## config.mk

```make
export PLATFORM = sky130hd
export DESIGN_NAME = tlp_framer
export DESIGN_NICKNAME = d
export VERILOG_FILES = /design/src/rtl/tlp_framer.sv
export SDC_FILE = /design/constraint.sdc
export NUM_CORES = 1
export LEC_CHECK = 0
export CAP_MARGIN = 0
export CORE_AREA = 5 5 138 140
export CTS_CLUSTER_SIZE = 25
export DETAILED_ROUTE_END_ITERATION = 16
export DIE_AREA = 0 0 143 145
export PLACE_DENSITY_LB_ADDON = 0.15
export REMOVE_ABC_BUFFERS = 1
export SYNTH_ARGS = -nofsm -noshare
export SYNTH_HDL_FRONTEND = slang
export SYNTH_SLANG_ARGS = --single-unit
```

## constraint.sdc

```tcl
create_clock -name clk -period 2.86 [get_ports clk]
set_clock_uncertainty 0.15 [all_clocks]
set_input_delay 0.286 -clock clk [delete_from_list [all_inputs] [get_ports clk]]
set_output_delay 0.286 -clock clk [all_outputs]
set_load 0.02 [all_outputs]
```

## src/rtl/tlp_framer.sv

```systemverilog
// TLP framer: wraps each accepted TLP in STP/END K-symbols and streams it out
// one byte per cycle, LSB byte first, with back-to-back frames accepted in EOF.
module tlp_framer #(
  parameter int unsigned TLP_BYTES = 20,
  parameter logic [7:0]  STP_SYM   = 8'hFB,
  parameter logic [7:0]  END_SYM   = 8'hFD
) (
  input  logic                   clk,
  input  logic                   reset,
  input  logic                   tlp_valid,
  input  logic [8*TLP_BYTES-1:0] tlp_data,
  output logic                   tlp_ready,
  output logic [7:0]             data_out,
  output logic                   datak,
  output logic                   busy,
  output logic [7:0]             TLP_count
);

  localparam int unsigned   IdxW    = (TLP_BYTES > 1) ? $clog2(TLP_BYTES) : 1;
  localparam logic [IdxW-1:0] LastIdx = IdxW'(TLP_BYTES - 1);

  typedef enum logic [1:0] {StIdle, StSof, StPayload, StEof} state_e;

  state_e                   state_q;
  logic [IdxW-1:0]          idx_q;
  logic [IdxW-1:0]          idx_next;
  logic [8*TLP_BYTES-1:0]   hold_q;
  logic [7:0]               next_byte;
  logic                     accept;

  assign tlp_ready = !reset && ((state_q == StIdle) || (state_q == StEof));
  assign accept    = tlp_valid && tlp_ready;
  assign idx_next  = idx_q + 1'b1;
  // Only consumed while idx_q < LastIdx, so idx_next is always in range when used.
  assign next_byte = hold_q[8*int'(idx_next) +: 8];

  // Outputs are loaded with the value belonging to the state being entered.
  always_ff @(posedge clk) begin
    if (reset) begin
      state_q   <= StIdle;
      idx_q     <= '0;
      hold_q    <= '0;
      data_out  <= 8'h00;
      datak     <= 1'b0;
      busy      <= 1'b0;
      TLP_count <= 8'h00;
    end else begin
      unique case (state_q)
        StIdle, StEof: begin
          if (state_q == StEof) TLP_count <= TLP_count + 8'd1;
          if (accept) begin
            hold_q   <= tlp_data;
            state_q  <= StSof;
            data_out <= STP_SYM;
            datak    <= 1'b1;
            busy     <= 1'b1;
          end else begin
            state_q  <= StIdle;
            data_out <= 8'h00;
            datak    <= 1'b0;
            busy     <= 1'b0;
          end
        end
        StSof: begin
          state_q  <= StPayload;
          idx_q    <= '0;
          data_out <= hold_q[7:0];
          datak    <= 1'b0;
        end
        StPayload: begin
          if (idx_q == LastIdx) begin
            state_q  <= StEof;
            data_out <= END_SYM;
            datak    <= 1'b1;
          end else begin
            idx_q    <= idx_next;
            data_out <= next_byte;
          end
        end
        default: state_q <= StIdle;
      endcase
    end
  end

endmodule

```

==> results of run 1 <==
layout make-up:
class	count	area (um^2)	share of cell area, %
multi-input cells	685	4330	39.7
flip-flops and latches	184	3680	33.8
repair buffers	199	2020	18.5
clock buffers	19	443	4.06
well taps	229	287	2.63
clock inverters	13	135	1.24
inverters	3	11.3	0.103
routing by layer:
layer	vias to the layer above	GRT usage, %
li1	3489	-
met1	3207	27.9
met2	151	34.0
met3	12	3.69
met4	0	4.56
met5	-	0
synthesized netlist by cell type, types with 4 or more instances:
cell | n | share of area [%]
a221o_1 | 7 | 0.84
clkbuf_1 | 43 | 1.9
dfxtp_1 | 184 | 44
nand2_1 | 212 | 9.5
o21ai_0 | 165 | 9.9
buf_1 | 5 | 0.22
mux4_1 | 6 | 1.9
ha_1 | 5 | 0.75
mux4_2 | 34 | 9.2
a21oi_1 | 27 | 1.6
nor2_1 | 17 | 0.76
o311a_1 | 7 | 0.84
xor2_1 | 5 | 0.52
nor2b_1 | 4 | 0.30
buf_2 | 20 | 1.2
buf_4 | 5 | 0.45
nand2b_1 | 162 | 12
flip-flops by register name, indices dropped and copies added, names as in the netlist:
signal     count
TLP_count      8
busy           1
data_out       8
hold_q       160
idx_q          5
state_q        2
where the power goes:
group	internal [W]	total, W	switching, W
clock network	0.00125	0.00231	0.00106
registers	0.00314	0.00348	0.000344
logic	0.00122	0.00243	0.00121
total	0.00561	0.00822	0.00261
logic make-up (layout without fill, tap and decap cells):
group	after synthesis	count (layout)
compound gates	218	218
xor+xnor	8	8
fa+ha+maj	5	5
buf+inv	79	234
flops	184	184
mux	43	43
simple gates	411	411
worst max-delay path, cell delays in order, from the launching register on:
cell and delay [ns]:
dfxtp_1 0.38, inv_1 0.07, ha_1 0.43, nor2b_1 0.19
clkdlybuf4s50_1 0.61
final timing paths:
kind / startpoint / to / cells past startpoint
setup / recovery: state_q[0]$_SDFFE_PP0P_ / tlp_ready / 4
hold / removal: reset / state_q[1]$_SDFFE_PP0P_ / 2
setup reg to reg: idx_q[1]$_SDFFE_PP0P_ / data_out[5]$_SDFF_PP0_ / 5
hold reg to reg: hold_q[134]$_SDFFE_PP0P_ / hold_q[134]$_SDFFE_PP0P_ / 2
metrics by stage:
stage | setup TNS [ns] | instances | area, um^2 | hold slack (ns) | utilization, %
after floorplan | -1294.84 | 872 | 7990 | 0.205 | -
after global placement | 0 | 1300 | 10300 | 0.309 | 58.3
after detailed placement | 0 | 1300 | 10300 | 0.313 | 58.3
after CTS | 0 | 1332 | 10900 | 0.0876 | 61.6
after global routing | 0 | 1332 | 10900 | 0.0908 | 61.6
final | 0 | 1332 | 10900 | 0.111 | 61.6
==> run metrics, run 1 <==
Synth Area in Adders less than 1%; CP max FO 9; Top Metal Used met4; I/O pin total approximately 180; Gate Count Post-Synth around 950; crit share post-route approximately 89%; share of cells above drive strength 1 under 10%; metal2 WL around 11000 um; Leak about 3.9 nW; startpoint class of the critical path register; minimum clock period 2.54 ns; fillers between 1500 and 2000; mux cell area share after synthesis 11.4%; global-route wire length before repair 34400 um; Post-Synthesis Cell Area roughly 8300 um^2; Sink Count 184; Synth Area in Compound Gates between 10 and 15%; Main synth FF type dfxtp_1; largest family of logic cells by synthesized area simple AND/OR/NAND/NOR gates; Power, Total 0.00822 W; largest net degree at the start of global routing between 150 and 200; fmax between 0.3 and 0.4 GHz; pre-CTS WS about 0.43 ns; initial antenna violation count 0; postcts setup bufs 0; Placement Rows 49; CTS tree built; PD cells around 750 nW/um^2; RSZ-0062 raised after global routing false; Final Hold Fails 0; Final WS setup 0.318 ns; number of global-route vias before repair a little under 7000; Layout area overhead 30.7%; CP Class register to output pin; Final Max Slew Viols 0; most frequent cells in the layout 212 x nand2_1, 183 x dfxtp_1, 180 x clkdlybuf4s50_1; number of synthesized register bits 184; Die X ~140 um; most common cell after layout, fill and taps aside nand2_1; syn avg cell area a little under 9 um^2; area share of xor/xnor cells in the synthesized design less than 1%; yosys warns 0; port bufs ~180; vias after detailed routing about 6900; CTS clk-pin slew, worst paths approximately 0.07 ns; antenna-violating nets left 0; vias per cell ~5; final setup fails 0; chip height 145 um; Metal-1 WL 9570 um; Avg WL per Cell about 16 um; library cells used by synthesis 42; CP required approximately 2.4 ns; Detailed Routing Iterations Pass 1 6; hold buffer count at cts 0; CTS Buffer Depth 2; DR iter-0 viols ~400; DPL Wire Length about 14000 um; Synth Area in Simple Gates around a quarter; core area 17700 um^2; WL met3 994 um; max_cap viols 0; worst skew pair latency around 0.42 ns; antenna fix cells 0; Initial Utilization about 47%; Root Buffer clkbuf_16; die area between 20000 and 25000 um^2; Slew HR between 30% and 40%; Setup crit end kind output pin; CTS H-Tree Depth 4; post-synthesis sequential area ratio between 40 and 50%; worst path arrival time ~2.1 ns; final global-route overflow total 0; number of remaining DRC errors 0; # resized after CTS 0; Post-synth ARST share 0%; Final #Nets 1258; status finished clean; total wire length between 20000 and 25000 um; Post-synth EDFFs 0; GRT Util Overall 20.5%; maximum vdd drop slightly above 0.0005 V; Least-Margin Pin Slew just over 0.9 ns; cts bufs inserted 17; Worst Hold Class input pin to register; Final Wtd Congestion approximately 0.79; FF-to-FF setup slack roughly 0.43 ns
Power figures use the tool's default switching activity.
==> run 2: changes to the inputs <==
--- a/config.mk
+++ b/config.mk
@@ -10,6 +10,7 @@
 export CTS_CLUSTER_SIZE = 25
 export DETAILED_ROUTE_END_ITERATION = 16
 export DIE_AREA = 0 0 143 145
+export GPL_TIMING_DRIVEN = 0
 export PLACE_DENSITY_LB_ADDON = 0.15
 export REMOVE_ABC_BUFFERS = 1
 export SYNTH_ARGS = -nofsm -noshare
==> run 2 against run 1 <==
Net effect:
- routed wire length is 0.99% lower
- final cell count down 0.30%
- non-clock buffer count is 4 lower
- utilization up 0.40 points
- first-iteration DRC count is 3.0% lower
- clock power shrank 2%
- hold slack better by 0.15 ns
- highest routed layer unchanged
==> run metrics, run 2 (same netlist as run 1, synthesis figures left out) <==
status finished clean; fmax 0.367 GHz (-6.8%); Placement Rows 49 (unchanged); core area 17700 um^2 (unchanged); chip height 145 um (unchanged); cts bufs inserted 17 (unchanged); RSZ-0062 raised after global routing false; CP required 3.02 ns (+0.60 ns); crit share post-route 95.4% (+6.5 points); share of cells above drive strength 1 8.10% (-0.15 points); final global-route overflow total 0 (unchanged); DPL Wire Length 13700 um (-5.0%); startpoint class of the critical path register; setup TNS 0 ns (unchanged); die area 20700 um^2 (unchanged); Worst Hold Class input pin to register; Crit path largest cell delay 0.53 ns (-0.08 ns); Setup crit end kind register; worst path arrival time 2.89 ns (+0.78 ns); Final Wtd Congestion 0.780 (-0.59%); Detailed Routing Iterations Pass 1 5 (-1); CP max FO 20 (+11); fin area 11000 um^2 (+0.64%); vias per cell 5.11 (-0.82%); Final Max Slew Viols 0 (unchanged); Top reg by flops hold_q; worst skew pair latency 0.43 ns (about the same); CTS clk-pin slew, worst paths 0.07 ns (about the same); CTS H-Tree Depth 4 (unchanged); Leak 3.86 nW (+0.32%); delay-heaviest family, CP multiplexers; vias after detailed routing 6782 (-1.1%); Critical path buffers and inverters 2 (unchanged); max_cap viols 0 (unchanged); number of remaining DRC errors 0 (unchanged); Largest regs hold_q (160), TLP_count (8), data_out (8); Layout area overhead 31.5%; Avg WL per Cell 15.9 um (-0.69%); most frequent cells in the layout 211 x nand2_1, 183 x dfxtp_1, 180 x clkdlybuf4s50_1; Initial Utilization 47.1% (unchanged); CTS Buffer Depth 2 (unchanged); Root Buffer clkbuf_16; Placed Area 10300 um^2 (+0.11%); Final #Nets 1254 (-0.32%); number of global-route vias before repair 6666 (-1.3%); CTS tree built; minimum clock period 2.73 ns (+0.185 ns); Die X 143 um (unchanged); port bufs 181 (unchanged); post-layout util 62.0% (+0.40 points); hold slack 0.260 ns (+0.148 ns); GRT Util Overall 20.4% (-0.13 points); global-route wire length before repair 33600 um (-2.1%); Slew HR 31.5% (-8.0 points); PD cells 753 nW/um^2 (about the same); Final WS setup 0.132 ns (-0.185 ns); Sink Count 184 (unchanged); pre-CTS WS -0.608 ns (-1.04 ns); CP Class register to register; initial antenna violation count 0 (unchanged); antenna-violating nets left 0 (unchanged); I/O pin total 182 (unchanged); Least-Margin Pin Slew 1.02 ns (+0.115 ns); antenna fix cells 0 (unchanged); total wire length 21100 um (-0.99%); Final Hold Fails 0 (unchanged); CP cell instances buf_16, ha_4, buf_12, mux4_2, nand2_1, a21oi_1, o311a_1; Largest register FFs 160 (unchanged); most common cell after layout, fill and taps aside nand2_1; final setup fails 0 (unchanged); maximum vdd drop 0.000511 V (+1.4%); largest net degree at the start of global routing 108 (-31%); DR iter-0 viols 389 (-3.0%); slowest CP cell mux4_2
run 2: path summary, 6_finish.rpt:
path	start	endpoint	slack [ns]	depth (start not counted)
worst max-delay path	idx_q[0]$_SDFFE_PP0P_	data_out[0]$_SDFF_PP0_	0.13	7
worst min-delay path	tlp_data[147]	hold_q[147]$_SDFFE_PP0P_	0.26	3
worst max register to register	idx_q[0]$_SDFFE_PP0P_	data_out[0]$_SDFF_PP0_	0.13	7
worst min register to register	hold_q[107]$_SDFFE_PP0P_	hold_q[107]$_SDFFE_PP0P_	0.32	2
run 2: metrics by stage:
stage,power (W),cells
after floorplan,0.00499,872
after detailed placement,0.00597,1293
after global placement,0.00571,1282
final,0.00827,1328
after CTS,0.00835,1328
after global routing,0.00879,1328
run 2: report_power, final:
part           switching, W  leakage, nW  internal (W)  total [W]
Clock              0.000996        0.279       0.00127    0.00227
Sequential         0.000323         1.51       0.00314    0.00346
Combinational       0.00126         2.07       0.00128    0.00254
run 2: area by class of cell:
cell class | instances | area [um^2]
clock inverter | 11 | 96.3
sequential | 184 | 3690
multi-input combinational | 685 | 4330
inverter | 3 | 11.3
timing repair buffer | 195 | 2090
fill | 1558 | 6740
clock buffer | 21 | 470
tap | 229 | 287
run 2: repair_timing:
action	CTS	global route
hold buffers	0	0
gates resized for setup	1	2
setup endpoints to repair	8	6
buffers inserted	3	0
pin swaps	1	0
gates cloned	0	0
run 2: metal layers:
layer,GRT usage (%),wire (um)
met5,0,0
met4,5.23,264
met3,5.56,1220
met2,32.8,10100
met1,27.1,9490
run 2: worst register-to-register path, stage by stage, from the launching register on:
cell and delay, ns:
dfxtp_4 0.45, buf_16 0.21, ha_4 0.47, buf_12 0.26, mux4_2 0.54, nand2_1 0.08
a21oi_1 0.07, o311a_1 0.38
